--- src/rtl/oven_timer_multi.sv ---
// Multi-channel cook timer: each channel counts a loaded time down on secTick while preheated and not paused.
// Latency: all outputs registered, valid the cycle after the causing edge; anyDone aligned with done.
// Backpressure: none; level inputs are sampled every cycle, and secTick pulses are dropped unless the channel is already in RUN.
//
// Ports:
//   clk, reset_n        clock, asynchronous active-low reset
//   secTick             shared one-cycle seconds strobe
//   start/cancel/pause  per-channel control (cancel > start > doneAck > pause > preheated > secTick)
//   preheated, doneAck  per-channel oven-ready flag and alarm acknowledge
//   cookTime            per-channel load value, channel i at [i*TIME_W +: TIME_W]
//   remaining           per-channel seconds left, same packing as cookTime
//   running/done        channel is in RUN / DONE
//   doneRise            one-cycle pulse on entry to DONE
//   anyDone             OR of all done bits
module oven_timer_multi #(
  parameter int CHANNELS = 4,
  parameter int TIME_W   = 13
) (
  input  logic                         clk,
  input  logic                         reset_n,
  input  logic                         secTick,
  input  logic [CHANNELS-1:0]          start,
  input  logic [CHANNELS*TIME_W-1:0]   cookTime,
  input  logic [CHANNELS-1:0]          preheated,
  input  logic [CHANNELS-1:0]          pause,
  input  logic [CHANNELS-1:0]          cancel,
  input  logic [CHANNELS-1:0]          doneAck,
  output logic [CHANNELS*TIME_W-1:0]   remaining,
  output logic [CHANNELS-1:0]          running,
  output logic [CHANNELS-1:0]          done,
  output logic [CHANNELS-1:0]          doneRise,
  output logic                         anyDone
);

  typedef enum logic [2:0] {
    S_IDLE      = 3'd0,
    S_WAIT_HEAT = 3'd1,
    S_RUN       = 3'd2,
    S_PAUSE     = 3'd3,
    S_DONE      = 3'd4
  } state_e;

  state_e              state_q [CHANNELS];
  state_e              state_d [CHANNELS];
  logic [TIME_W-1:0]   rem_q   [CHANNELS];
  logic [TIME_W-1:0]   rem_d   [CHANNELS];
  logic [CHANNELS-1:0] running_q;
  logic [CHANNELS-1:0] done_q;
  logic [CHANNELS-1:0] done_rise_q;
  logic [CHANNELS-1:0] done_d;
  logic                any_done_q;

  always_comb begin
    for (int i = 0; i < CHANNELS; i++) begin
      state_d[i] = state_q[i];
      rem_d[i]   = rem_q[i];
      if (cancel[i]) begin
        state_d[i] = S_IDLE;
        rem_d[i]   = '0;
      end else begin
        case (state_q[i])
          S_IDLE: begin
            if (start[i]) begin
              if (cookTime[i*TIME_W +: TIME_W] != '0) begin
                rem_d[i]   = cookTime[i*TIME_W +: TIME_W];
                // start outranks pause, so a preheated oven goes straight to RUN
                state_d[i] = preheated[i] ? S_RUN : S_WAIT_HEAT;
              end else begin
                rem_d[i]   = '0;
                state_d[i] = S_DONE;
              end
            end
          end
          S_WAIT_HEAT: begin
            if (pause[i])          state_d[i] = S_PAUSE;
            else if (preheated[i]) state_d[i] = S_RUN;
          end
          S_RUN: begin
            // a tick is only counted when nothing else moves the channel out of RUN
            if (pause[i])           state_d[i] = S_PAUSE;
            else if (!preheated[i]) state_d[i] = S_WAIT_HEAT;
            else if (secTick && rem_q[i] != '0) begin
              rem_d[i] = rem_q[i] - TIME_W'(1);
              if (rem_q[i] == TIME_W'(1)) state_d[i] = S_DONE;
            end
          end
          S_PAUSE: begin
            if (!pause[i]) state_d[i] = preheated[i] ? S_RUN : S_WAIT_HEAT;
          end
          S_DONE: begin
            if (doneAck[i]) state_d[i] = S_IDLE;
          end
          default: begin
            state_d[i] = S_IDLE;
            rem_d[i]   = '0;
          end
        endcase
      end
      done_d[i] = (state_d[i] == S_DONE);
    end
  end

  always_ff @(posedge clk or negedge reset_n) begin
    if (!reset_n) begin
      for (int i = 0; i < CHANNELS; i++) begin
        state_q[i] <= S_IDLE;
        rem_q[i]   <= '0;
      end
      running_q   <= '0;
      done_q      <= '0;
      done_rise_q <= '0;
      any_done_q  <= 1'b0;
    end else begin
      for (int i = 0; i < CHANNELS; i++) begin
        state_q[i]     <= state_d[i];
        rem_q[i]       <= rem_d[i];
        running_q[i]   <= (state_d[i] == S_RUN);
        done_q[i]      <= done_d[i];
        done_rise_q[i] <= done_d[i] && (state_q[i] != S_DONE);
      end
      any_done_q <= |done_d;
    end
  end

  for (genvar g = 0; g < CHANNELS; g++) begin : g_rem
    assign remaining[g*TIME_W +: TIME_W] = rem_q[g];
  end

  assign running  = running_q;
  assign done     = done_q;
  assign doneRise = done_rise_q;
  assign anyDone  = any_done_q;

endmodule

--- config.mk ---
export PLATFORM = sky130hd
export DESIGN_NAME = oven_timer_multi
export DESIGN_NICKNAME = d
export VERILOG_FILES = /design/src/rtl/oven_timer_multi.sv
export SDC_FILE = /design/constraint.sdc
export NUM_CORES = 1
export LEC_CHECK = 0
export CAP_MARGIN = 20
export CORE_ASPECT_RATIO = 0.7
export CORE_MARGIN = 2
export CORE_UTILIZATION = 60
export CTS_BUF_LIST = sky130_fd_sc_hd__clkbuf_4 sky130_fd_sc_hd__clkbuf_8
export CTS_CLUSTER_SIZE = 30
export DETAILED_ROUTE_END_ITERATION = 7
export DONT_BUFFER_PORTS = 1
export MAX_ROUTING_LAYER = met4
export PLACE_DENSITY = 0.83
export SETUP_SLACK_MARGIN = 0.15
export SLEW_MARGIN = 20
export SYNTH_ARGS = -nofsm -noshare
export SYNTH_HDL_FRONTEND = slang
export SYNTH_SLANG_ARGS = --single-unit
--- constraint.sdc ---
create_clock -name clk -period 2.8 [get_ports clk]
set_input_delay 0 -clock clk [delete_from_list [all_inputs] [get_ports clk]]
set_output_delay 0 -clock clk [all_outputs]
set_load 0.005 [all_outputs]
==> flow_metrics.tcl, run 1 <==
set metrics [dict create \
    track_usage_pct 35.4 \
    ir_drop_mv 0.424 \
    antenna_found_initial 0 \
    crit_family "simple AND/OR/NAND/NOR gates" \
    slew_headroom_pct 40.2 \
    synth_area_mm2 0.00505 \
    dieWidth_um 114 \
    post-route-period-util_pct 92.0 \
    pwr-share-comb_pct 40.2 \
    grt_max_degree 78 \
    worstSetupEndpointType "flip-flop" \
    grt_pass1_vias 5124 \
    timing.rr.start "remaining[14]" \
    placedCellCount 671 \
    first_pass_iters 6 \
    num_vias 5397 \
    synthesis.instances 572 \
    fin_crit_ns 2.58 \
    via_per_inst 7.05 \
    ys_ff_latch 77 \
    r2r_end "remaining[24]" \
    maxCapViolations 0 \
    worstSetupStartpointType "flip-flop" \
    final_common_cell "dfrtp_1" \
    rsz0062_at_grt "false" \
    grt_pass1_wl_um 24900 \
    power.switching_mw 1.52 \
    die_h_um 80.8 \
    seqPwrFrac_pct 35.9 \
    cp_slowest_cell "or4b_2" \
    outcome "finished clean" \
    gp_congestion 0.950 \
    row_count 27 \
    timing.fmax_mhz 388 \
    avgSynthCellArea_um2 8.83 \
    initial_core_util_pct 63.1 \
    finClkSkew_ns 0.0129 \
    hpwl_um 10100 \
    worst-path-max-fanout 6 \
    crit_path_cell_trace "inv_2 -> ha_2 -> or4b_2 -> or4_4 -> a311o_1 -> a31oi_4 -> clkbuf_16 -> a211o_1" \
    arrival_ns 2.88 \
    hp-class "input pin to flip-flop" \
    yosys_warnings 0 \
    drtAntennaViolNets 0 \
    wl_per_cell_um 21.2 \
    synth_edf_count 0 \
    p_total_mw 3.98 \
    num-fill-cells 525 \
    drt_iter0_markers 687 \
    grt_overflow_total 0 \
    pin_count 140 \
    drc 0 \
    clkTransAtPathRegs_ns 0.08 \
    crit_type "flip-flop to flip-flop" \
    n_antenna_cell 0 \
    cts_buffers 9 \
    h-tree-depth 3 \
    mostFrequentLayoutCells "77 x dfrtp_1, 74 x dlygate4sd3_1, 43 x nand2_1" \
    worst_pin_slew_ns 0.884 \
    critPathRequiredTime_ns 3.10 \
    slowest_delay_ns 0.59 \
    nNetsFinal 747 \
    drive_gt1_share_pct 10.2 \
    cts_buffer_depth 2 \
    drv_slew 0 \
    cts_tree "yes" \
    crit_buf_inv 2 \
    clkLatencyLatePin_ns 0.37 \
    core_mm2 0.00801 \
    finalSetupViolations 0 \
    synth_flop_cell "dfrtp_1" \
    p_int_mw 2.47 \
    synth-seq-area-share_pct 38.1 \
    die-area_mm2 0.00918 \
    r2r.worst_path.cells 8 \
    whs_path_depth 3 \
    fin_setup_tns_ns 0 \
    synth.distinct_cells 64 \
    rrSetupSlack_ns 0.22 \
    hold_end "running[1]" \
    fin_hold_ws_ns 0.0306 \
    clockPowerShare_pct 23.9 \
    cts_root_buffer "clkbuf_8" \
    yosysTopAreaCellShare_pct 38.1 \
    synth_async_sr_flop_share_pct 100 \
    syn_nets 659 \
    ys_top_cells_by_area "dfrtp_1 38%, a22oi_1 4.0%, a21oi_1 3.7%" \
    wl_um 16200 \
    power.density_mw_per_mm2 631 \
    min_from "start[1]" \
    area_growth_pct 25.0 \
    cts_sinks 77 \
    p_sw_share_pct 38.0 \
    port_buffers 0 \
    leakage_nw 2.77 \
    layoutNonFillerInstCount 766 \
    synth_largest_area_cell "dfrtp_1" \
    hold_viol_final 0 \
]
[tightest hold or removal path, stage by stage]
cell	delay [ns]
o21ai_0	0.06
a211oi_1	0.09
nor3_1	0.18
[logic make-up after synthesis]
logic type / after synthesis / share of synthesized area, %
AND/OR/NAND/NOR: 221 / 24.3
AO/OA/AOI/OAI: 182 / 26.4
flip-flops: 77 / 38.1
buffers and inverters: 60 / 4.66
XOR/XNOR: 20 / 3.47
adder cells (fa/ha/maj): 12 / 2.97
[flip-flops by register name (all words and copies together), names as in the netlist]
register,count
state_q,12
doneRise,4
remaining,52
anyDone,1
done,4
running,4
[stage by stage]
| step | instance area, µm² | utilization (%) | setup slack (ns) |
|---|---|---|---|
| after floorplan | 5050 | - | 0.221 |
| after global placement | 5260 | 65.7 | 0.253 |
| after detailed placement | 5260 | 65.7 | 0.176 |
| after CTS | 6240 | 77.9 | 0.230 |
| after global routing | 6310 | 78.9 | 0.158 |
| final | 6310 | 78.9 | 0.224 |
[synthesized netlist by cell type (3+ instances only)]
library cell,number
dfrtp_1,77
nand2_1,43
nor2_1,38
a21oi_1,37
inv_1,35
a22oi_1,27
nor3_1,26
clkbuf_1,22
o21ai_0,21
nor4_1,20
o2bb2ai_1,17
a32oi_1,12
ha_1,12
nand3_1,10
xnor2_1,10
xor2_1,10
and2_1,9
nand4_1,9
o22ai_1,9
or3_1,9
or4_1,8
nor2b_1,7
nor3b_1,7
a21o_1,6
o221ai_1,5
o31ai_1,5
and3_1,4
nand2b_1,4
nand4b_1,4
o2bb2ai_2,4
or3b_2,4
a211oi_1,3
a221o_1,3
nand3b_1,3
nor4b_1,3
o211ai_1,3
o21a_1,3
o31a_1,3
or4b_2,3
[worst max path at each step]
stage	slack (ns)	end	cells past startpoint	from
after detailed placement	0.18	remaining[17]	8	remaining[13]
after global placement	0.25	remaining[17]	8	remaining[13]
after CTS	0.23	remaining[17]	8	remaining[13]
after global routing	0.16	remaining[22]	8	remaining[13]
after floorplan	0.22	remaining[18]	8	remaining[13]
final	0.22	remaining[24]	8	remaining[14]
[metal layers]
metal  track usage [%]  part of all wire [%]
met4              14.5                   3.2
met3              9.78                    11
met2              54.1                    46
met5                 -                     0
met1              45.2                    40
[power groups by stage]
| stage | clock network (mW) | logic [mW] | registers (mW) |
|---|---|---|---|
| 6_report | 0.951 | 1.60 | 1.43 |
| 3_5_place_dp | 0 | 1.36 | 1.44 |
| 4_1_cts | 0.968 | 1.50 | 1.42 |
| 5_1_grt | 1.01 | 1.73 | 1.45 |
| 2_1_floorplan | 0 | 1.05 | 1.39 |
| 3_3_place_gp | 0 | 1.32 | 1.43 |
[area by class of cell]
type / count / area (µm²) / share of cell area (%)
timing repair buffer: 102 / 1000 / 15.9
tap: 101 / 126 / 2.00
multi-input combinational: 435 / 2900 / 45.9
clock buffer: 10 / 138 / 2.18
sequential: 77 / 1930 / 30.5
clock inverter: 6 / 86.3 / 1.37
inverter: 35 / 131 / 2.08
[what timing repair did]
action	in CTS	in global routing
pin swaps	1	0
endpoints found under the hold margin	147	10
setup endpoints to repair	1	18
resized for setup	0	6
hold buffers	74	1
gates cloned	0	1
setup buffers	0	3
Note: power is estimated with default switching activity, not from simulation.
==> run 2, diff against run 1 <==
- ABC_AREA: not set -> 1
- ABC_CLOCK_PERIOD_IN_PS: not set -> 2800
- CORE_UTILIZATION: 60 -> 62
- PLACE_DENSITY: 0.83 -> 0.85
==> flow_metrics.tcl, run 2 <==
set metrics [dict create \
    synthesis.instances 818 \
    pre_cts_slack_ns 0.936 \
    synth.distinct_cells 41 \
    clkLatencyLatePin_ns 0.36 \
    hold_viol_final 0 \
    ys_top_cells_by_area "dfrtp_1 35%, nand2_1 14%, inv_1 8.9%" \
    cp_slowest_cell "dlygate4sd3_1" \
    drv_slew 0 \
    leakage_nw 3.39 \
    power.density_mw_per_mm2 609 \
    core_mm2 0.00851 \
    min_from "pause[0]" \
    timing.fmax_mhz 399 \
    outcome "finished clean" \
    worst_pin_slew_ns 0.469 \
    slew_headroom_pct 68.6 \
    r2r.worst_path.cells 9 \
    fin_crit_ns 2.51 \
    ys_ff_latch 77 \
    synth_async_sr_flop_share_pct 100 \
    via_per_inst 5.76 \
    fin_setup_tns_ns 0 \
    final_cell_area_mm2 0.00654 \
    first_pass_iters 7 \
    wl_per_cell_um 15.4 \
    initial_core_util_pct 64.2 \
    area_growth_pct 19.6 \
    die-area_mm2 0.00960 \
    finalSetupViolations 0 \
    worstSetupEndpointType "flip-flop" \
    finClkSkew_ns 0.00672 \
    antenna_found_initial 0 \
    synth_largest_area_cell "dfrtp_1" \
    grt_pass1_wl_um 24600 \
    worstSetupStartpointType "flip-flop" \
    num_vias 5845 \
    nNetsFinal 976 \
    r2r_end "doneRise[3]" \
    worst-path-max-fanout 5 \
    rrSetupSlack_ns 0.29 \
    synth_flop_cell "dfrtp_1" \
    yosys_warnings 0 \
    synth_edf_count 0 \
    maxCapViolations 0 \
    synth.most_common_cell "nand2_1" \
    row_count 28 \
    hpwl_um 10600 \
    hp-class "input pin to flip-flop" \
    crit_path_cell_trace "nor2_2 -> nand2_2 -> nor2_2 -> nand3_1 -> nand2_1 -> dlygate4sd3_1 -> inv_1 -> a211oi_1 -> dlygate4sd3_1" \
    crit_start "state_q[1]" \
    synth-seq-area-share_pct 35.2 \
    drc 0 \
    avgSynthCellArea_um2 6.68 \
    slowest_delay_ns 0.57 \
    cts_root_buffer "clkbuf_8" \
    rsz0062_at_grt "false" \
    drive_gt1_share_pct 6.94 \
    final_common_cell "nand2_1" \
    crit_type "flip-flop to flip-flop" \
    grt_pass1_vias 5170 \
    post-route-period-util_pct 89.6 \
    pin_count 140 \
    cts_buffers 9 \
    hold_end "state_q[9]" \
    cts_buffer_depth 2 \
    critPathRequiredTime_ns 3.10 \
    synth_area_mm2 0.00547 \
    mostFrequentLayoutCells "204 x nand2_1, 130 x inv_1, 87 x nor2_1" \
    timing.rr.start "state_q[1]" \
    largest_register_ffs 52 \
    cts_tree "yes" \
    track_usage_pct 33.5 \
    arrival_ns 2.81 \
    syn_nets 905 \
    drtAntennaViolNets 0 \
    grt_max_degree 78 \
    num-fill-cells 616 \
    finalWorstSetupSlack_ns 0.291 \
    dieWidth_um 116 \
    cts_sinks 77 \
    n_antenna_cell 0 \
    drt_iter0_markers 513 \
    whs_path_depth 4 \
    yosysTopAreaCellShare_pct 35.2 \
    wl_um 15600 \
    clkTransAtPathRegs_ns 0.08 \
    port_buffers 0 \
    place_area_mm2 0.00553 \
    die_h_um 82.6 \
    ir_drop_mv 0.401 \
    synthTopCellsByCount "205 x nand2_1, 130 x inv_1, 89 x nor2_1" \
    h-tree-depth 3 \
    grt_overflow_total 0 \
    gp_congestion 0.960 \
]
==> run 2: logic make-up after synthesis <==
kind of cell    share of synthesized area [%]
flops                                    35.2
fa+ha+maj                                2.75
xor+xnor                                 1.60
buf+inv                                  10.9
simple gates                             34.4
compound gates                           15.0
==> run 2: power by group <==
part	internal [mW]	switching, mW	total (mW)
Combinational	0.535	0.937	1.47
Sequential	1.23	0.212	1.44
Clock	0.615	0.448	1.06
Total	2.38	1.60	3.98
==> run 2: area by class of cell <==
| class | count | area [µm²] | area share, % |
|---|---|---|---|
| clock inverter | 6 | 110 | 1.68 |
| sequential | 77 | 1930 | 29.5 |
| tap | 120 | 150 | 2.30 |
| inverter | 134 | 505 | 7.73 |
| multi-input combinational | 593 | 2950 | 45.1 |
| timing repair buffer | 74 | 756 | 11.6 |
| clock buffer | 10 | 138 | 2.11 |
==> run 2: timing repair <==
item,CTS,global route
setup endpoints to repair,0,1
buffers inserted,0,1
gates resized for setup,0,4
hold buffers,73,0
hold endpoints to repair,150,0
==> run 2: layer usage <==
metal	vias up	GRT usage, %	wire [µm]
met2	367	51.2	7160
met1	2651	42.8	6530
met3	37	10.0	1620
met5	-	-	0
met4	0	11.7	320
li1	2790	-	-
==> run 2: critical path, delay by kind of cell (launching register included) <==
kind	cells	cell delay, ns
AO/OA/AOI/OAI	1	0.22
AND/OR/NAND/NOR	5	0.60
flip-flops	1	0.46
buffers and inverters	3	1.17
==> run 2: stage by stage <==
step           utilization [%]  instances  hold WS, ns  power [mW]
2_1_floorplan                -        818       -0.296        2.50
3_3_place_gp              64.9        924       -0.294        2.72
3_5_place_dp              64.9        924       -0.294        2.76
4_1_cts                   76.6       1013     0.000966        3.94
5_1_grt                   76.8       1014       0.0351        4.26
6_report                  76.8       1014       0.0222        3.98
==> run 2: worst max-delay path by stage <==
stage | slack, ns | depth (start not counted) | endpoint
3_5_place_dp | 0.94 | 8 | running[0]
5_1_grt | 0.16 | 9 | running[0]
4_1_cts | 0.26 | 9 | doneRise[3]
2_1_floorplan | 1.25 | 10 | remaining[38]
3_3_place_gp | 0.99 | 9 | doneRise[2]
6_report | 0.29 | 9 | doneRise[3]
